$ cat src/rtl/slc3_datapath_p_if.sv
// ============================================================================
// Module      : slc3_datapath_p_if
// Description : Control, memory-handshake and observation signals of the
//               parametrised SLC-3 datapath. The control FSM / memory side
//               uses the master modport, the datapath uses the slave modport.
// Revision    : 1.0 - initial release
// ============================================================================
`default_nettype none

interface slc3_datapath_p_if #(
  parameter int DATA_W = 16
);
  // Control from the sequencer
  logic [3:0]        gate;      // {MDR,ALU,PC,MARMUX}
  logic [6:0]        ld;        // {PC,MDR,MAR,IR,REG,BEN,CC}
  logic [3:0]        sel;       // {DRMUX,SR1MUX,SR2MUX,ADDR1MUX}
  logic [1:0]        PCMUX;
  logic [1:0]        ADDR2MUX;
  logic [1:0]        ALUK;
  logic [1:0]        mem_cmd;
  // Memory handshake
  logic              mem_req;
  logic              mem_we;
  logic [DATA_W-1:0] mem_addr;
  logic [DATA_W-1:0] mem_wdata;
  logic [DATA_W-1:0] mem_rdata;
  logic              mem_ack;
  logic              mem_busy;
  logic              mem_err;
  // Architectural state visible to the sequencer
  logic [DATA_W-1:0] PC;
  logic [DATA_W-1:0] MAR;
  logic [DATA_W-1:0] MDR;
  logic [DATA_W-1:0] IR;
  logic              BEN;
  logic [2:0]        nzp;
  logic              bus_conflict;

  modport master (
    output gate, ld, sel, PCMUX, ADDR2MUX, ALUK, mem_cmd, mem_rdata, mem_ack,
    input  mem_req, mem_we, mem_addr, mem_wdata, mem_busy, mem_err,
           PC, MAR, MDR, IR, BEN, nzp, bus_conflict
  );

  modport slave (
    input  gate, ld, sel, PCMUX, ADDR2MUX, ALUK, mem_cmd, mem_rdata, mem_ack,
    output mem_req, mem_we, mem_addr, mem_wdata, mem_busy, mem_err,
           PC, MAR, MDR, IR, BEN, nzp, bus_conflict
  );
endinterface

`default_nettype wire

$ cat src/rtl/slc3_datapath_p.sv
// ============================================================================
// Module      : slc3_datapath_p
// Description : Parametrised SLC-3 datapath (PC/MAR/MDR/IR, 8x DATA_W register
//               file, ALU, address adder, NZP/BEN, prioritised bus) with a
//               req/ack memory handshake FSM and request timeout.
//               Optional: define SLC3_BUS_CONFLICT_DETECT_EN to enable the
//               sticky multiple-gate bus conflict detector.
// Revision    : 1.0 - initial release
// ============================================================================
`default_nettype none

module slc3_datapath_p #(
  parameter int                 DATA_W      = 16,
  parameter logic [DATA_W-1:0]  RESET_PC    = '0,
  parameter int                 MEM_TIMEOUT = 15
) (
  input  logic              Clk,
  input  logic              Reset,
  slc3_datapath_p_if.slave  dp
);

  localparam int LD_PC  = 6;
  localparam int LD_MDR = 5;
  localparam int LD_MAR = 4;
  localparam int LD_IR  = 3;
  localparam int LD_REG = 2;
  localparam int LD_BEN = 1;
  localparam int LD_CC  = 0;

  localparam int                CNT_W    = $clog2(MEM_TIMEOUT + 1);
  localparam logic [CNT_W-1:0]  CNT_LAST = CNT_W'(MEM_TIMEOUT - 1);

  typedef enum logic [1:0] {
    S_IDLE = 2'd0,
    S_REQ  = 2'd1,
    S_ERR  = 2'd2
  } mem_state_t;

  logic [DATA_W-1:0] pc, mar, mdr, ir;
  logic              ben;
  logic [2:0]        nzp;
  logic [DATA_W-1:0] regs [8];

  logic [2:0]        dr, sr1;
  logic [DATA_W-1:0] sr1_val, alu_b, alu_out, addr1, addr2, adder, bus_val;
  logic [DATA_W-1:0] sext5, sext6, sext9, sext11;

  mem_state_t        state;
  logic [CNT_W-1:0]  wait_cnt;
  logic              req_r, we_r, err_r;
  logic [DATA_W-1:0] addr_r, wdata_r;
  logic              rd_done;
  logic              unused_ir_bits;

  assign sext5  = {{(DATA_W-5){ir[4]}},   ir[4:0]};
  assign sext6  = {{(DATA_W-6){ir[5]}},   ir[5:0]};
  assign sext9  = {{(DATA_W-9){ir[8]}},   ir[8:0]};
  assign sext11 = {{(DATA_W-11){ir[10]}}, ir[10:0]};
  assign unused_ir_bits = ^ir[DATA_W-1:12];

  assign dr      = dp.sel[3] ? 3'd7 : ir[11:9];
  assign sr1     = dp.sel[2] ? ir[8:6] : ir[11:9];
  assign sr1_val = regs[sr1];
  assign alu_b   = dp.sel[1] ? sext5 : regs[ir[2:0]];
  assign addr1   = dp.sel[0] ? sr1_val : pc;
  assign adder   = addr1 + addr2;

  // ALU, address-offset select and the prioritised one-hot bus
  always_comb begin
    alu_out = sr1_val;
    case (dp.ALUK)
      2'b00:   alu_out = sr1_val + alu_b;
      2'b01:   alu_out = sr1_val & alu_b;
      2'b10:   alu_out = ~sr1_val;
      default: alu_out = sr1_val;
    endcase
    addr2 = '0;
    case (dp.ADDR2MUX)
      2'b01:   addr2 = sext6;
      2'b10:   addr2 = sext9;
      2'b11:   addr2 = sext11;
      default: addr2 = '0;
    endcase
    bus_val = '0;
    if (dp.gate[3])      bus_val = mdr;
    else if (dp.gate[2]) bus_val = alu_out;
    else if (dp.gate[1]) bus_val = pc;
    else if (dp.gate[0]) bus_val = adder;
  end

  // A completed read owns MDR on its ack edge, ahead of any bus load
  assign rd_done = (state == S_REQ) && dp.mem_ack && !we_r;

  // Architectural registers: PC, MAR, MDR, IR, register file, CC and BEN
  always_ff @(posedge Clk or posedge Reset) begin
    if (Reset) begin
      pc  <= RESET_PC;
      mar <= '0;
      mdr <= '0;
      ir  <= '0;
      ben <= 1'b0;
      nzp <= 3'b010;
      for (int i = 0; i < 8; i++) regs[i] <= '0;
    end else begin
      if (dp.ld[LD_PC]) begin
        case (dp.PCMUX)
          2'b00:   pc <= pc + DATA_W'(1);
          2'b01:   pc <= adder;
          2'b10:   pc <= bus_val;
          default: pc <= pc;
        endcase
      end
      if (dp.ld[LD_MAR]) mar <= bus_val;
      if (rd_done)             mdr <= dp.mem_rdata;
      else if (dp.ld[LD_MDR])  mdr <= bus_val;
      if (dp.ld[LD_IR])  ir <= bus_val;
      if (dp.ld[LD_REG]) regs[dr] <= bus_val;
      if (dp.ld[LD_BEN]) ben <= |(ir[11:9] & nzp);
      if (dp.ld[LD_CC]) begin
        if (bus_val[DATA_W-1])   nzp <= 3'b100;
        else if (bus_val == '0)  nzp <= 3'b010;
        else                     nzp <= 3'b001;
      end
    end
  end

  // Memory handshake FSM: latch address/data at start, wait for ack or timeout
  always_ff @(posedge Clk or posedge Reset) begin
    if (Reset) begin
      state    <= S_IDLE;
      wait_cnt <= '0;
      req_r    <= 1'b0;
      we_r     <= 1'b0;
      err_r    <= 1'b0;
      addr_r   <= '0;
      wdata_r  <= '0;
    end else begin
      case (state)
        S_IDLE: begin
          err_r <= 1'b0;
          if (dp.mem_cmd == 2'b01 || dp.mem_cmd == 2'b10) begin
            state    <= S_REQ;
            req_r    <= 1'b1;
            we_r     <= (dp.mem_cmd == 2'b10);
            addr_r   <= mar;
            wdata_r  <= mdr;
            wait_cnt <= '0;
          end
        end
        S_REQ: begin
          if (dp.mem_ack) begin
            state <= S_IDLE;
            req_r <= 1'b0;
            we_r  <= 1'b0;
          end else if (wait_cnt == CNT_LAST) begin
            state <= S_ERR;
            req_r <= 1'b0;
            we_r  <= 1'b0;
            err_r <= 1'b1;
          end else begin
            wait_cnt <= wait_cnt + CNT_W'(1);
          end
        end
        S_ERR: begin
          state <= S_IDLE;
          err_r <= 1'b0;
        end
        default: begin
          state <= S_IDLE;
          req_r <= 1'b0;
          we_r  <= 1'b0;
          err_r <= 1'b0;
        end
      endcase
    end
  end

  assign dp.mem_req   = req_r;
  assign dp.mem_we    = we_r;
  assign dp.mem_err   = err_r;
  assign dp.mem_addr  = addr_r;
  assign dp.mem_wdata = wdata_r;
  assign dp.mem_busy  = (state != S_IDLE);
  assign dp.PC        = pc;
  assign dp.MAR       = mar;
  assign dp.MDR       = mdr;
  assign dp.IR        = ir;
  assign dp.BEN       = ben;
  assign dp.nzp       = nzp;

`ifdef SLC3_BUS_CONFLICT_DETECT_EN
  logic multi_gate;
  logic conflict_seen;

  assign multi_gate = (dp.gate & (dp.gate - 4'd1)) != 4'd0;

  // Sticky record of any cycle where more than one bus driver was enabled
  always_ff @(posedge Clk or posedge Reset) begin
    if (Reset)           conflict_seen <= 1'b0;
    else if (multi_gate) conflict_seen <= 1'b1;
  end

  // Simulation-only warning at the offending edge
  always @(posedge Clk) begin
    if (!Reset && multi_gate) $error("slc3_datapath_p: multiple bus gates %b", dp.gate);
  end

  assign dp.bus_conflict = multi_gate | conflict_seen;
`else
  assign dp.bus_conflict = 1'b0;
`endif

endmodule

`default_nettype wire

$ cat src/flat_wrapper.sv
// flat-port wrapper written by rule: the top's interface ports become plain ports
module slc3_datapath_p_flat 
#(
  parameter int                 DATA_W      = 16,
  parameter logic [DATA_W-1:0]  RESET_PC    = '0,
  parameter int                 MEM_TIMEOUT = 15
)
  (Clk, Reset, dp_gate, dp_ld, dp_sel, dp_PCMUX, dp_ADDR2MUX, dp_ALUK, dp_mem_cmd, dp_mem_rdata, dp_mem_ack, dp_mem_req, dp_mem_we, dp_mem_addr, dp_mem_wdata, dp_mem_busy, dp_mem_err, dp_PC, dp_MAR, dp_MDR, dp_IR, dp_BEN, dp_nzp, dp_bus_conflict);
  slc3_datapath_p_if #(.DATA_W(DATA_W)) dp_i ();
  input  logic Clk;
  input  logic Reset;
  input wire logic [$bits(dp_i.gate)-1:0] dp_gate;
  input wire logic [$bits(dp_i.ld)-1:0] dp_ld;
  input wire logic [$bits(dp_i.sel)-1:0] dp_sel;
  input wire logic [$bits(dp_i.PCMUX)-1:0] dp_PCMUX;
  input wire logic [$bits(dp_i.ADDR2MUX)-1:0] dp_ADDR2MUX;
  input wire logic [$bits(dp_i.ALUK)-1:0] dp_ALUK;
  input wire logic [$bits(dp_i.mem_cmd)-1:0] dp_mem_cmd;
  input wire logic [$bits(dp_i.mem_rdata)-1:0] dp_mem_rdata;
  input wire logic [$bits(dp_i.mem_ack)-1:0] dp_mem_ack;
  output wire logic [$bits(dp_i.mem_req)-1:0] dp_mem_req;
  output wire logic [$bits(dp_i.mem_we)-1:0] dp_mem_we;
  output wire logic [$bits(dp_i.mem_addr)-1:0] dp_mem_addr;
  output wire logic [$bits(dp_i.mem_wdata)-1:0] dp_mem_wdata;
  output wire logic [$bits(dp_i.mem_busy)-1:0] dp_mem_busy;
  output wire logic [$bits(dp_i.mem_err)-1:0] dp_mem_err;
  output wire logic [$bits(dp_i.PC)-1:0] dp_PC;
  output wire logic [$bits(dp_i.MAR)-1:0] dp_MAR;
  output wire logic [$bits(dp_i.MDR)-1:0] dp_MDR;
  output wire logic [$bits(dp_i.IR)-1:0] dp_IR;
  output wire logic [$bits(dp_i.BEN)-1:0] dp_BEN;
  output wire logic [$bits(dp_i.nzp)-1:0] dp_nzp;
  output wire logic [$bits(dp_i.bus_conflict)-1:0] dp_bus_conflict;
  assign dp_i.gate = dp_gate;
  assign dp_i.ld = dp_ld;
  assign dp_i.sel = dp_sel;
  assign dp_i.PCMUX = dp_PCMUX;
  assign dp_i.ADDR2MUX = dp_ADDR2MUX;
  assign dp_i.ALUK = dp_ALUK;
  assign dp_i.mem_cmd = dp_mem_cmd;
  assign dp_i.mem_rdata = dp_mem_rdata;
  assign dp_i.mem_ack = dp_mem_ack;
  assign dp_mem_req = dp_i.mem_req;
  assign dp_mem_we = dp_i.mem_we;
  assign dp_mem_addr = dp_i.mem_addr;
  assign dp_mem_wdata = dp_i.mem_wdata;
  assign dp_mem_busy = dp_i.mem_busy;
  assign dp_mem_err = dp_i.mem_err;
  assign dp_PC = dp_i.PC;
  assign dp_MAR = dp_i.MAR;
  assign dp_MDR = dp_i.MDR;
  assign dp_IR = dp_i.IR;
  assign dp_BEN = dp_i.BEN;
  assign dp_nzp = dp_i.nzp;
  assign dp_bus_conflict = dp_i.bus_conflict;
  slc3_datapath_p #(.DATA_W(DATA_W), .RESET_PC(RESET_PC), .MEM_TIMEOUT(MEM_TIMEOUT)) u_core (.Clk(Clk), .Reset(Reset), .dp(dp_i));
endmodule
$ cat config.mk
export PLATFORM = sky130hd
export DESIGN_NAME = slc3_datapath_p_flat
export DESIGN_NICKNAME = d
export VERILOG_FILES = /design/src/rtl/slc3_datapath_p_if.sv /design/src/rtl/slc3_datapath_p.sv /design/src/flat_wrapper.sv
export SDC_FILE = /design/constraint.sdc
export NUM_CORES = 1
export LEC_CHECK = 0
export ABC_AREA = 1
export CAP_MARGIN = 20
export CORE_UTILIZATION = 45
export CTS_BUF_LIST = sky130_fd_sc_hd__clkbuf_8
export DETAILED_ROUTE_END_ITERATION = 12
export DONT_BUFFER_PORTS = 1
export PLACE_DENSITY = 0.65
export SETUP_SLACK_MARGIN = 0.4
export SLEW_MARGIN = 5
export SYNTH_ARGS = -nofsm -noshare
export SYNTH_HDL_FRONTEND = slang
export SYNTH_SLANG_ARGS = --single-unit
$ cat constraint.sdc
create_clock -name Clk -period 8.9 [get_ports Clk]
set_input_delay 0.445 -clock Clk [delete_from_list [all_inputs] [get_ports Clk]]
set_output_delay 0.445 -clock Clk [all_outputs]
set_load 0.005 [all_outputs]
### Word level (Yosys, flattened, before mapping)

Index checks and enable logic that the tools add are counted.

* $add $sub $neg: 4
* magnitude comparators: 4
* equality and inequality tests: 17
* muxes and demuxes: 41
* bitwise gates (word level): 7
* reduce and logical (&&, ||, !) cells: 20

Operators by type and width (number)
* two-way mux 16 bit: 13
* one-hot mux 16 bit (3 select lines): 3
* bitwise mux 128 bit: 1
* binary-select mux 16 bit (select 3 bit): 2
* demux 16 bit (select 3 bit): 1
* adder 16 bit: 2
* adder 16 x 1 -> 16 bit (second input constant): 1
* AND 16 bit: 1
* logical NOT 16 bit: 1
* NOT 16 bit: 1
* equality test 2 bit (second input constant): 6
* greater-or-equal comparator 4 bit (second input constant): 3
* two-way mux 4 bit: 3
* NOT 3 -> 4 bit: 3
* equality test 2 x 1 -> 1 bit (second input constant): 5
* two-way mux 3 bit: 3
* two-way mux 2 bit: 4
* one-hot mux 4 bit (2 select lines): 1
* AND reduction 2 bit: 4
* two-way mux 1 bit: 7
* logical NOT 2 bit: 3
* != test 2 bit (second input constant): 3
* one-hot mux 1 bit (3 select lines): 2
* nonzero test 2 bit: 3
* 15 further kinds: 17

* flip-flop bits (word level): 237
* input port bits: 42
* output and inout bits: 105
* word-level logic and storage cells: 114

### Longest topological paths before layout

* word-level depth: 14
* depth in mapped cells: 32
* gate-level depth less buffers: 30

### Worst setup path after synthesis

No wires, ideal clock.

* kind: input -> register
* start point: in dp_sel[2]
* end point: reg u_core.nzp[0] (netlist: u_core.dp.nzp[0])
* library setup time: 0.116 ns
* data arrival time: 3.710 ns
* data required time: 8.784 ns
* path slack: 5.073 ns
* stages on the path: 27
* path buffers: 3
* path through: buf_6 -> inv_4 -> nand2_4 -> nand2_4 -> buf_6 -> buf_6 -> o211ai_1 -> nand2_1 -> o21ai_2 -> o21ai_0 -> ha_1 -> fa_1 -> nand3_1 -> nand2_1 -> a21oi_1 -> o21ai_0 -> a21boi_0 -> xor2_1 -> o22ai_1 -> a21oi_1 -> nand2_1 -> nand2_2 -> nand3_1 -> inv_1 -> nand3_1 -> nand2_1 -> nand2_1

* longest elaborated chain between the ends: 14
* elaborated cells between the ends (all ways): 18
* those cells by class: add/sub (2); mux (12); bitwise (3); reduce/logical (1)

Ends and longest elaborated chain
* from (decl): RTL line flat_wrapper.sv:14 `input wire logic [$bits(dp_i.sel)-1:0] dp_sel;`
* two-way mux 3 bit (*): RTL line slc3_datapath_p.sv:62 `assign sr1 = dp.sel[2] ? ir[8:6] : ir[11:9];`
* NOT 3 -> 4 bit (implied by the code) (*): RTL line slc3_datapath_p.sv:63 `assign sr1_val = regs[sr1];`
* binary-select mux 16 bit (select 3 bit) (*): RTL line slc3_datapath_p.sv:63
* two-way mux 16 bit (implied by the code) (*) (2 in a row): RTL line slc3_datapath_p.sv:63
* two-way mux 16 bit: RTL line slc3_datapath_p.sv:65 `assign addr1 = dp.sel[0] ? sr1_val : pc;`
* adder 16 bit: RTL line slc3_datapath_p.sv:66 `assign adder = addr1 + addr2;`
* two-way mux 16 bit: RTL line slc3_datapath_p.sv:88 `else if (dp.gate[0]) bus_val = adder;`
* two-way mux 16 bit: RTL line slc3_datapath_p.sv:87 `else if (dp.gate[1]) bus_val = pc;`
* two-way mux 16 bit (*): RTL line slc3_datapath_p.sv:86 `else if (dp.gate[2]) bus_val = alu_out;`
* two-way mux 16 bit (*): RTL line slc3_datapath_p.sv:85 `if (dp.gate[3]) bus_val = mdr;`
* logical NOT 16 bit: RTL line slc3_datapath_p.sv:121 `else if (bus_val == '0) nzp <= 3'b010;`
* two-way mux 2 bit: RTL line slc3_datapath_p.sv:121
* two-way mux 3 bit (*): RTL line slc3_datapath_p.sv:120 `if (bus_val[DATA_W-1]) nzp <= 3'b100;`
* to (signal assigned): RTL line slc3_datapath_p.sv:120
* to (signal assigned): RTL line slc3_datapath_p.sv:121
* to (signal assigned): RTL line slc3_datapath_p.sv:122 `else nzp <= 3'b001;`
* to (decl): RTL line slc3_datapath_p.sv:41 `logic [2:0] nzp;`

Every way passes the cells marked *; elsewhere a longest branch is shown, timed or not. The select of a mux whose other input is x is not followed.
A chain may end at the register's enable or synchronous reset.

### Worst setup path in the final report

* start point: reg u_core.ir[9] (netlist: u_core.dp.IR[9])
* end point: reg u_core.nzp[0] (netlist: u_core.dp.nzp[0])

* longest elaborated chain between the ends: 14
* elaborated cells between the ends (all ways): 19
* those cells by class: add/sub (2); mux (13); bitwise (3); reduce/logical (1)

Ends and longest elaborated chain
* from (decl): RTL line slc3_datapath_p.sv:39 `logic [DATA_W-1:0] pc, mar, mdr, ir;`
* from (signal assigned): RTL line slc3_datapath_p.sv:116 `if (dp.ld[LD_IR]) ir <= bus_val;`
* two-way mux 3 bit: RTL line slc3_datapath_p.sv:62
* NOT 3 -> 4 bit (implied by the code): RTL line slc3_datapath_p.sv:63
* binary-select mux 16 bit (select 3 bit): RTL line slc3_datapath_p.sv:63
* two-way mux 16 bit (implied by the code) (2 in a row): RTL line slc3_datapath_p.sv:63
* two-way mux 16 bit: RTL line slc3_datapath_p.sv:65
* adder 16 bit: RTL line slc3_datapath_p.sv:66
* two-way mux 16 bit: RTL line slc3_datapath_p.sv:88
* two-way mux 16 bit: RTL line slc3_datapath_p.sv:87
* two-way mux 16 bit (*): RTL line slc3_datapath_p.sv:86
* two-way mux 16 bit (*): RTL line slc3_datapath_p.sv:85
* logical NOT 16 bit: RTL line slc3_datapath_p.sv:121
* two-way mux 2 bit: RTL line slc3_datapath_p.sv:121
* two-way mux 3 bit (*): RTL line slc3_datapath_p.sv:120

Marks and branches as above.

==> reports/qor.csv <==
stage;metric;value;unit
outcome;outcome;completed;
pwr;total power consumption of the routed design;5380;uW
place;routability congestion estimate from global placement;0.947;
critical_path;Setup Crit Path Kind;flop to flop;
pwr;IR drop worst, VDD;0.000219;V
global_route;vias in the first global route;14400;
die;core outline area;0.0335;mm2
worst_hold_path;path type of the worst min-delay path;input port to flop;
synthesis;area of the mapped netlist;0.0154;mm2
synthesis;top cell type by total area after synthesis;dfrtp_1;
detailed_routing;detailed router's first-iteration violation count;1782;
cts;CTS tree;done;
cells_and_area;post-synthesis to final-layout area growth;7.08;%
timing;Worst Hold Margin;77.8;ps
synthesis;warnings from Yosys;0;
place;Port Buffers;0;
critical_path;ordered cell list for the critical path;nand2_4 > nand2_4 > nand2_1 > nand3_1 > nand3_1 > nand2_1 > o21ai_0 > ha_1 > a21oi_1 > o21ai_0 > a21oi_1 > o21ai_0 > xnor2_1 > o22ai_1 > a21oi_1 > nand2_1 > nand2_2 > inv_2 > nor2_1 > nand2_1 > nor2_2 > nand3_1 > nand2_1 > nand2_1;
detailed_routing;post-DR wirelength/cell;20.8;um
global_route;Overflow after GRT;0;
detailed_routing;total wire length after detailed routing;55000;um
critical_path;Worst EP arrival;5830;ps
critical_path;Worst EP required;9390;ps
synthesis;register area share after synthesis;0.386;
synthesis;synth unique cells;49;
detailed_routing;met3 wire length;5400;um
cells_and_area;final net count;2248;
cts;clock-pin slew of the registers on the worst-case setup and hold paths;60;ps
global_route;wire length of the first global-routing pass;85600;um
detailed_routing;detailed-routing wirelength on met1;22800;um
critical_path;top cell family by delay on the critical path;simple AND/OR/NAND/NOR gates;
cells_and_area;ratio of cells with drive above 1 in the final layout;0.0674;
job;max-capacitance violation count;0;
cts;H-Tree Depth;2;
pwr;total power divided by cell area;327;mW/mm2
timing;RSZ-0062 raised after global routing;no;
cts;number of sinks on the clock net;237;
timing;transition time at the pin with the least slew margin;949;ps
critical_path;worst-path fanout max;86;
critical_path;R2R Path End;u_core.dp.nzp[0];
cts;maximum clock insertion buffer count;3;
synthesis;flip-flop cell with the highest count after synthesis;dfrtp_1;
timing;portion of the clock cycle consumed by the worst path in the final layout;0.599;
die;Initial Util;0.458;
timing;count of pins over their slew limit;0;
detailed_routing;WL met2;24500;um
cells_and_area;most used cells in the layout excluding fill and tap cells;680 x nand2_1, 291 x o21ai_0, 240 x inv_1;
timing;Worst slew margin;0.367;
cells_and_area;Post-Layout Inst Area;0.0165;mm2
critical_path;Worst setup EP type;flop;
timing;final count of hold timing violations;0;
critical_path;dominant cell type by count on the critical path;nand2_1;
cts;number of buffers added for setup after CTS;0;
timing;final critical delay including setup and external delays;5330;ps
place;HPWL after DPL;37600;um
synthesis;Post-Syn Nets;2306;
synthesis;number of enable flip-flop cells after synthesis;0;
critical_path;Register-to-Register Path Depth;24;
cts;library cell used as clock root buffer;clkbuf_8;
critical_path;Worst R2R Setup Slack;3570;ps
timing;worst-case clock skew;42.1;ps
die;# rows;67;
die;Top Ports;147;
detailed_routing;first-pass iteration count of the detailed router;6;
cells_and_area;most common cell after layout, fill and taps aside;nand2_1;
synthesis;cell count after synthesis;2224;
place;worst setup slack after placement;3620;ps
timing;upper clock frequency limit;188;MHz
die;die width;187;um
critical_path;buffer and inverter count on the worst path;1;
synthesis;average size of a mapped cell;6.91;um2
timing;total negative setup slack;0;ps
critical_path;startpoint types;flop;
critical_path;source of the critical timing path;u_core.dp.IR[9];
critical_path;critical path's largest stage delay;760;ps
critical_path;total number of cells along the worst setup path;24;
detailed_routing;overall via count from detail_route;15300;
detailed_routing;final routed DRC violation total;0;
critical_path;library cell contributing the largest single delay on the critical path;nand2_4;
place;cell area after placement;0.0155;mm2
detailed_routing;via count normalized by instance count;5.78;
timing;setup slack after layout;3570;ps
synthesis;top area cells in the synthesized netlist;dfrtp_1 38%, nand2_1 17%, o21ai_0 9.5%;
die;area of the die;0.0349;mm2
synthesis;Async SR Flop Fraction;1.00;
synthesis;register bit count reported by yosys;237;
cts;total clock buffers created by CTS;44;
pwr;Leak Pwr;0.00821;uW
timing;final setup vio count;0;
cells_and_area;Filler Cells Inserted;3454;
detailed_routing;Top Metal Used;met5;
die;die height;187;um
critical_path;destination of the critical timing path;u_core.dp.nzp[0];
detailed_routing;residual antenna-violating net count after detailed routing;0;
cts;insertion delay of the later-clocked pin in the worst-skew pair;600;ps
global_route;maximum number of pins on one net before global-route repair;110;
global_route;all-layer global routing usage;0.315;
global_route;initial antenna violation count;4;
critical_path;critical register-to-register path startpoint;u_core.dp.IR[9];
synthesis;Synth top area share;0.384;
==> cell type report <==
| cell class | instances | area, um2 | area share |
|---|---|---|---|
| Sequential cell | 237 | 5930 | 0.361 |
| Tap cell | 448 | 561 | 0.0341 |
| Antenna cell | 1 | 2.50 | 0.000152 |
| Multi-Input combinational cell | 1619 | 7920 | 0.481 |
| Inverter | 236 | 896 | 0.0544 |
| Timing Repair Buffer | 28 | 228 | 0.0138 |
| Clock buffer | 55 | 757 | 0.0460 |
| Clock inverter | 21 | 155 | 0.00943 |
==> cells in the mapped netlist (8+ instances only) <==
master      n
buf_2      26
o211ai_1   21
nand2_2    27
o21ai_0   292
nand4_1     9
xor2_1     18
dfrtp_1   236
clkbuf_1   83
buf_6       9
nand2_1   680
nand3_1   217
nor2_1     83
o22ai_1    13
inv_1     227
nor3_1     13
o221ai_1   21
o21ai_2     8
o21ai_1    45
a21oi_1    84
buf_4       9
ha_1       38
inv_2       8
==> stage by stage <==
| stage | util | std cells |
|---|---|---|
| 2_1_floorplan | - | 2224 |
| 3_3_place_gp | 0.462 | 2563 |
| 3_5_place_dp | 0.462 | 2564 |
| 4_1_cts | 0.491 | 2644 |
| 5_1_grt | 0.491 | 2645 |
| 6_report | 0.491 | 2645 |
==> power breakdown <==
group	total, uW	internal, uW	switching, uW	leakage [uW]
Combinational	2420	759	1660	0.00470
Sequential	1860	1480	384	0.00299
Clock	1100	615	481	0.000523
Total	5380	2850	2520	0.00821
==> metal layers <==
metal	vias up	GRT usage
met5	-	0
met4	2	0.138
met3	129	0.0720
met2	820	0.491
met1	7150	0.418
li1	7178	-
==> cell families after synthesis <==
| kind of cell | after synthesis | synth area share |
|---|---|---|
| xor gates and xnor gates | 23 | 0.0131 |
| and+or+nand+nor | 1047 | 0.286 |
| DFF | 237 | 0.386 |
| other | 1 | 0.000244 |
| buffers and inverters | 368 | 0.0989 |
| adders and majority gates | 40 | 0.0335 |
| AOI/OAI and AO/OA | 508 | 0.183 |
==> timing repair <==
action,CTS,global route
resized for setup,0,0
hold buffers,4,0
hold endpoints to repair,113,0
==> state kept, by name (all words and copies together) (netlist names), 2 cells and up <==
name and flops:
u_core.dp.mem_wdata 16, u_core.dp.MDR 16, u_core.regs 128, u_core.dp.MAR 16, u_core.dp.IR 16, u_core.wait_cnt 4, u_core.dp.PC 16, u_core.dp.nzp 3
u_core.state 2, u_core.dp.mem_addr 16
==> worst min-delay path by stage <==
stage | cells after the start | startpoint | end
3_5_place_dp | 2 | u_core.regs[18] | u_core.regs[18]
6_report | 2 | dp_mem_rdata[10] | u_core.dp.MDR[10]
4_1_cts | 2 | dp_mem_rdata[12] | u_core.dp.MDR[12]
2_1_floorplan | 1 | u_core.wait_cnt[3] | u_core.wait_cnt[3]
3_3_place_gp | 1 | u_core.wait_cnt[3] | u_core.wait_cnt[3]
5_1_grt | 2 | dp_mem_rdata[5] | u_core.dp.MDR[5]
Note: power is estimated with default switching activity, not from simulation.
